[config.mk]
export PLATFORM = sky130hd
export DESIGN_NAME = sipo_deserializer
export DESIGN_NICKNAME = d
export VERILOG_FILES = /design/src/rtl/sipo_pkg.sv /design/src/rtl/sipo_out_buf.sv /design/src/rtl/sipo_deserializer.sv
export SDC_FILE = /design/constraint.sdc
export NUM_CORES = 1
export LEC_CHECK = 0
export BUFFER_PORTS_ARGS = -buffer_cell sky130_fd_sc_hd__buf_2
export CAP_MARGIN = 20
export CORE_MARGIN = 2
export CORE_UTILIZATION = 53
export DETAILED_ROUTE_END_ITERATION = 10
export PLACE_DENSITY = 0.83
export RECOVER_POWER = 100
export SYNTH_ARGS = -nofsm -noshare
export SYNTH_HDL_FRONTEND = slang
export SYNTH_SLANG_ARGS = --single-unit
[constraint.sdc]
create_clock -name clk -period 1.9 [get_ports clk]
set_input_delay 0.475 -clock clk [delete_from_list [all_inputs] [get_ports clk]]
set_output_delay 0.475 -clock clk [all_outputs]
set_load 0.05 [all_outputs]
[src/rtl/sipo_pkg.sv]
// Shared definitions for the SIPO receive stage: FSM state encoding,
// default word width and bit-counter width helper.
package sipo_pkg;

    localparam int unsigned SIPO_WIDTH_DEF = 8;

    typedef enum logic {
        S_IDLE  = 1'b0,
        S_SHIFT = 1'b1
    } sipo_state_t;

    // Counter must hold values 0..WIDTH-1
    function automatic int unsigned sipo_cnt_w(input int unsigned width);
        return (width <= 2) ? 1 : $clog2(width);
    endfunction

endpackage

[src/rtl/sipo_out_buf.sv]
// Valid/ready holding register for assembled words, with overrun detection
// when a new word completes while the held word is not being consumed.
module sipo_out_buf
    import sipo_pkg::*;
#(
    parameter int unsigned WIDTH = SIPO_WIDTH_DEF
) (
    input  logic             i_clk,
    input  logic             i_rst_n,
    input  logic             i_load,
    input  logic [WIDTH-1:0] i_word,
    input  logic             i_ready,
    output logic [WIDTH-1:0] o_data,
    output logic             o_valid,
    output logic             o_overrun
);

    logic [WIDTH-1:0] r_data;
    logic             r_valid;
    logic             r_overrun;

    // Load on completion when empty or draining; otherwise drop and flag
    always_ff @(posedge i_clk or negedge i_rst_n) begin
        if (!i_rst_n) begin
            r_data    <= '0;
            r_valid   <= 1'b0;
            r_overrun <= 1'b0;
        end else begin
            r_overrun <= 1'b0;
            if (i_load) begin
                if (!r_valid || i_ready) begin
                    r_data  <= i_word;
                    r_valid <= 1'b1;
                end else begin
                    r_overrun <= 1'b1;
                end
            end else if (r_valid && i_ready) begin
                r_valid <= 1'b0;
            end
        end
    end

    assign o_data    = r_data;
    assign o_valid   = r_valid;
    assign o_overrun = r_overrun;

endmodule

[src/rtl/sipo_deserializer.sv]
// Serial-in/parallel-out receive stage: aligns on start marker, assembles
// WIDTH-bit words and hands them to a double-buffered valid/ready output.
module sipo_deserializer
    import sipo_pkg::*;
#(
    parameter int unsigned WIDTH     = SIPO_WIDTH_DEF,
    parameter bit          MSB_FIRST = 1'b1
) (
    input  logic             clk,
    input  logic             reset,
    input  logic             ser_in,
    input  logic             ser_valid,
    input  logic             ser_start,
    output logic [WIDTH-1:0] data_out,
    output logic             out_valid,
    input  logic             out_ready,
    output logic             overrun,
    output logic             frame_err,
    output logic             busy
);

    localparam int unsigned CNT_W = sipo_cnt_w(WIDTH);

    sipo_state_t      r_state;
    logic [CNT_W-1:0] r_cnt;
    logic [WIDTH-1:0] r_shift;
    logic             r_frame_err;

    sipo_state_t      w_state_nxt;
    logic [CNT_W-1:0] w_cnt_nxt;
    logic [WIDTH-1:0] w_shift_nxt;
    logic [WIDTH-1:0] w_word;
    logic             w_complete;
    logic             w_frame_err;

    function automatic logic [WIDTH-1:0] shift_in(input logic [WIDTH-1:0] cur,
                                                  input logic b);
        if (MSB_FIRST)
            return {cur[WIDTH-2:0], b};
        else
            return {b, cur[WIDTH-1:1]};
    endfunction

    // State, bit counter, shift register and frame-error pulse registers
    always_ff @(posedge clk or negedge reset) begin
        if (!reset) begin
            r_state     <= S_IDLE;
            r_cnt       <= '0;
            r_shift     <= '0;
            r_frame_err <= 1'b0;
        end else begin
            r_state     <= w_state_nxt;
            r_cnt       <= w_cnt_nxt;
            r_shift     <= w_shift_nxt;
            r_frame_err <= w_frame_err;
        end
    end

    // Next-state, counter and shift-register logic
    always_comb begin
        w_state_nxt = r_state;
        w_cnt_nxt   = r_cnt;
        w_shift_nxt = r_shift;
        w_complete  = 1'b0;
        w_frame_err = 1'b0;
        w_word      = shift_in(r_shift, ser_in);
        case (r_state)
            S_IDLE: begin
                if (ser_valid && ser_start) begin
                    w_shift_nxt = shift_in('0, ser_in);
                    w_cnt_nxt   = CNT_W'(1);
                    w_state_nxt = S_SHIFT;
                end
            end
            S_SHIFT: begin
                if (ser_valid) begin
                    if (ser_start) begin
                        w_frame_err = 1'b1;
                        w_shift_nxt = shift_in('0, ser_in);
                        w_cnt_nxt   = CNT_W'(1);
                    end else if (r_cnt == CNT_W'(WIDTH - 1)) begin
                        w_complete  = 1'b1;
                        w_shift_nxt = w_word;
                        w_cnt_nxt   = '0;
                        w_state_nxt = S_IDLE;
                    end else begin
                        w_shift_nxt = w_word;
                        w_cnt_nxt   = r_cnt + CNT_W'(1);
                    end
                end
            end
            default: begin
                w_state_nxt = S_IDLE;
            end
        endcase
    end

    sipo_out_buf #(
        .WIDTH(WIDTH)
    ) u_out_buf (
        .i_clk     (clk),
        .i_rst_n   (reset),
        .i_load    (w_complete),
        .i_word    (w_word),
        .i_ready   (out_ready),
        .o_data    (data_out),
        .o_valid   (out_valid),
        .o_overrun (overrun)
    );

    assign frame_err = r_frame_err;
    assign busy      = (r_state == S_SHIFT);

endmodule

==> impl_metrics.prom <==
# TYPE chip_impl_metric gauge
chip_impl_metric{name="global_route_wire_length_before_repair",unit="mm"} 2.74
chip_impl_metric{name="routed-wl-met2",unit="µm"} 839
chip_impl_metric{name="floorplan.die_area",unit="µm²"} 2260
chip_impl_info{name="worstPathCellList",value="clkbuf_2"} 1
chip_impl_metric{name="pwr_per_cell_area",unit="nW/µm²"} 966
chip_impl_metric{name="grt_util_all_layers",unit=""} 0.179
chip_impl_metric{name="post_cts_hold_buffer_count",unit=""} 0
chip_impl_metric{name="wl",unit="mm"} 1.72
chip_impl_metric{name="finalHoldViolations",unit=""} 0
chip_impl_metric{name="timing.final.max_slew_violations",unit=""} 0
chip_impl_metric{name="route.detailed.drc",unit=""} 0
chip_impl_metric{name="core_region_area",unit="µm²"} 1750
chip_impl_info{name="cts-root-buf",value="sky130_fd_sc_hd__clkbuf_4"} 1
chip_impl_metric{name="cp.buffers_inverters",unit=""} 1
chip_impl_metric{name="die_width",unit="µm"} 47.5
chip_impl_metric{name="grt_max_degree",unit=""} 23
chip_impl_metric{name="synthArstFlopShare",unit=""} 1.00
chip_impl_metric{name="vias",unit=""} 668
chip_impl_info{name="setup_repair_after_global_routing_missed_its_margin",value="false"} 1
chip_impl_metric{name="syn-mean-instance-area",unit="µm²"} 11.9
chip_impl_metric{name="irDropWorstVdd",unit="mV"} 0.481
chip_impl_metric{name="final.setup.tns",unit="ns"} 0
chip_impl_metric{name="timing_worst_slew_pin_value",unit="ns"} 1.14
chip_impl_metric{name="numPortBuffers",unit=""} 17
chip_impl_info{name="critical-path-top-delay-family",value="flip-flops"} 1
chip_impl_metric{name="nNetsFinal",unit=""} 111
chip_impl_metric{name="drtPass1Iterations",unit=""} 4
chip_impl_metric{name="post_route_cells_drive_above_1_share",unit=""} 0.147
chip_impl_info{name="ys_dominant_reg_cell",value="sky130_fd_sc_hd__dfrtp_1"} 1
chip_impl_metric{name="power.combinational.fraction",unit=""} 0.240
chip_impl_info{name="critical_path.startpoint_type",value="flop"} 1
chip_impl_metric{name="synth_seq_cells",unit=""} 22
chip_impl_metric{name="die_h",unit="µm"} 47.5
chip_impl_metric{name="count_of_flip_flops_with_a_built_in_enable_after_synthesis",unit=""} 0
chip_impl_metric{name="clock_sinks",unit=""} 22
chip_impl_metric{name="finalSetupViolations",unit=""} 0
chip_impl_metric{name="floorplan.rows",unit=""} 15
chip_impl_metric{name="ys_seq_area_frac",unit=""} 0.549
chip_impl_metric{name="synthesis.instances",unit=""} 84
chip_impl_metric{name="finalNonFillerCells",unit=""} 127
chip_impl_info{name="clock_tree_from_tritoncts",value="built"} 1
chip_impl_metric{name="num_antenna_cells",unit=""} 0
chip_impl_metric{name="clock_insertion_delay_worst_skew",unit="ns"} 0.30
chip_impl_metric{name="netSwitchingFraction",unit=""} 0.326
chip_impl_metric{name="start_util",unit=""} 0.575
chip_impl_metric{name="period_minus_slack",unit="ns"} 1.68
chip_impl_metric{name="final_period_util",unit=""} 0.885
chip_impl_metric{name="slew_headroom",unit=""} 0.240
chip_impl_metric{name="clock_power_share",unit=""} 0.236
chip_impl_metric{name="global_route.overflow_total",unit=""} 0
chip_impl_metric{name="grt_antenna_before_repair",unit=""} 0
chip_impl_metric{name="post_drt_via_cell_ratio",unit=""} 5.26
chip_impl_metric{name="power.switching",unit="µW"} 346
chip_impl_metric{name="power_report.internal_total",unit="µW"} 715
chip_impl_metric{name="worst_ep_arrival_time",unit="ns"} 1.21
chip_impl_info{name="critPathKind",value="flop to primary output"} 1
chip_impl_metric{name="biggest_fanout_along_the_worst_timing_path",unit=""} 11
chip_impl_metric{name="synthesis.nets",unit=""} 92
chip_impl_metric{name="area.growth.synth_to_final",unit="%"} 9.48
chip_impl_metric{name="worst_clock_skew",unit="ns"} 0.00421
chip_impl_info{name="holdCritPathClass",value="input port to async pin"} 1
chip_impl_metric{name="detailedRoute.firstIterationViolations",unit=""} 10
chip_impl_metric{name="place_congestion",unit=""} 0.729
chip_impl_metric{name="synth_area",unit="µm²"} 1000
chip_impl_info{name="outcome",value="finished, final reports clean"} 1
chip_impl_metric{name="clkTransAtPathRegs",unit="ns"} 0.11
chip_impl_metric{name="worst_hold_slack",unit="ns"} 0.360
chip_impl_metric{name="h_tree_depth",unit=""} 1
chip_impl_metric{name="synth.lib_cells_used.distinct",unit=""} 21
chip_impl_metric{name="drtAntennaViolNets",unit=""} 0
chip_impl_info{name="final_common_cell",value="sky130_fd_sc_hd__dfrtp_1"} 1
chip_impl_info{name="critical_path_sink_type",value="primary output"} 1
chip_impl_metric{name="synth-warning-count",unit=""} 0
chip_impl_info{name="top_layer_reached_by_signal_wires",value="met4"} 1
chip_impl_metric{name="cts.path.max_buffers",unit=""} 2
chip_impl_metric{name="timing.critical_path.slowest_cell_delay",unit="ns"} 0.55
chip_impl_metric{name="io-pin-count",unit=""} 18
chip_impl_metric{name="met1_length",unit="µm"} 811
chip_impl_metric{name="wire_per_inst",unit="µm"} 13.6
chip_impl_metric{name="detailedPlacementHpwl",unit="mm"} 1.27
chip_impl_metric{name="utilization",unit=""} 0.629
chip_impl_metric{name="clock.fmax",unit="MHz"} 595
chip_impl_metric{name="pwr-share-seq",unit=""} 0.525
chip_impl_metric{name="post_cts_setup_buffers",unit=""} 0
chip_impl_metric{name="vias_in_the_first_global_route",unit=""} 648
chip_impl_metric{name="ctsResizeCount",unit=""} 0
chip_impl_metric{name="required",unit="ns"} 1.42
chip_impl_metric{name="maxCapViolCount",unit=""} 0
chip_impl_metric{name="cts_inserted_buffers",unit=""} 3
chip_impl_metric{name="place.detailed.instances",unit=""} 123
chip_impl_metric{name="power.leakage",unit="nW"} 0.515
chip_impl_metric{name="wl_met3",unit="µm"} 41
chip_impl_info{name="crit_path_top_delay_cell",value="sky130_fd_sc_hd__dfrtp_1"} 1
chip_impl_info{name="most-common-layout-cells",value="sky130_fd_sc_hd__dfrtp_1 (22), sky130_fd_sc_hd__clkbuf_1 (13), sky130_fd_sc_hd__inv_1 (8), sky130_fd_sc_hd__o22ai_1 (8)"} 1
[metrics by stage]
stage	cell area, µm²	total power [mW]	setup slack (ns)
2_1_floorplan	1000	0.775	0.358
3_3_place_gp	1110	0.833	0.261
3_5_place_dp	1110	0.847	0.213
4_1_cts	1140	1.10	0.224
5_1_grt	1100	1.12	0.141
6_report	1100	1.06	0.218
[Yosys cell counts, types with 2 or more instances]
master / count / area (µm²)
sky130_fd_sc_hd__dfrtp_1: 22 / 551
sky130_fd_sc_hd__inv_1: 8 / 30.0
sky130_fd_sc_hd__mux2_4: 8 / 120
sky130_fd_sc_hd__o22ai_1: 8 / 50.1
sky130_fd_sc_hd__nand3_1: 7 / 35.0
sky130_fd_sc_hd__o21a_1: 7 / 52.6
sky130_fd_sc_hd__nand2_1: 5 / 18.8
sky130_fd_sc_hd__buf_2: 4 / 20.0
sky130_fd_sc_hd__ha_1: 2 / 25.0
sky130_fd_sc_hd__o21ai_0: 2 / 10.0
[logic make-up (layout without fill, tap and decap cells)]
group	count (synthesis)	after routing	share of synthesized area
fa+ha+maj	2	2	0.0249
mux	9	9	0.131
flops	22	22	0.549
compound gates	19	19	0.130
simple gates	18	18	0.101
buf+inv	14	32	0.0648
[layer usage]
metal  vias to the layer above  GRT usage
met5                         -          0
met4                         0     0.0833
li1                        331          -
met1                       322      0.211
met2                        10      0.305
met3                         5     0.0453
[sequential cells by signal, indices dropped and copies added, names as in the netlist]
signal	cells
u_out_buf.o_valid	1
r_cnt	3
r_shift	7
u_out_buf.o_data	8
busy	1
frame_err	1
u_out_buf.o_overrun	1
[layout make-up]
cell class | instances | area, µm²
Clock buffer | 4 | 36.3
Timing Repair Buffer | 20 | 88.8
Fill cell | 155 | 647
Inverter | 8 | 30.0
Multi-Input combinational cell | 48 | 362
Tap cell | 25 | 31.3
Sequential cell | 22 | 551
[power by group through the flow]
stage               clock network, mW  logic (mW)  registers, mW
floorplan                           0       0.122          0.653
global placement                    0       0.269          0.565
detailed placement                  0       0.279          0.568
CTS                             0.261       0.280          0.558
global route                    0.278       0.279          0.565
finish                          0.250       0.254          0.556
[worst paths after layout]
path	start	to	slack (ns)	cells past startpoint
max	busy$_DFF_PN0_	busy	0.22	1
min	reset	u_out_buf.o_data[2]$_DFFE_PN0P_	0.36	1
max reg2reg	r_cnt[0]$_DFFE_PN0P_	u_out_buf.o_data[2]$_DFFE_PN0P_	0.25	6
min reg2reg	u_out_buf.o_data[6]$_DFFE_PN0P_	u_out_buf.o_data[6]$_DFFE_PN0P_	0.51	1
max in group asynchronous	reset	u_out_buf.o_data[6]$_DFFE_PN0P_	0.86	1
min in group clk	ser_in	u_out_buf.o_data[0]$_DFFE_PN0P_	0.41	2
Note: power is estimated with default switching activity, not from simulation.
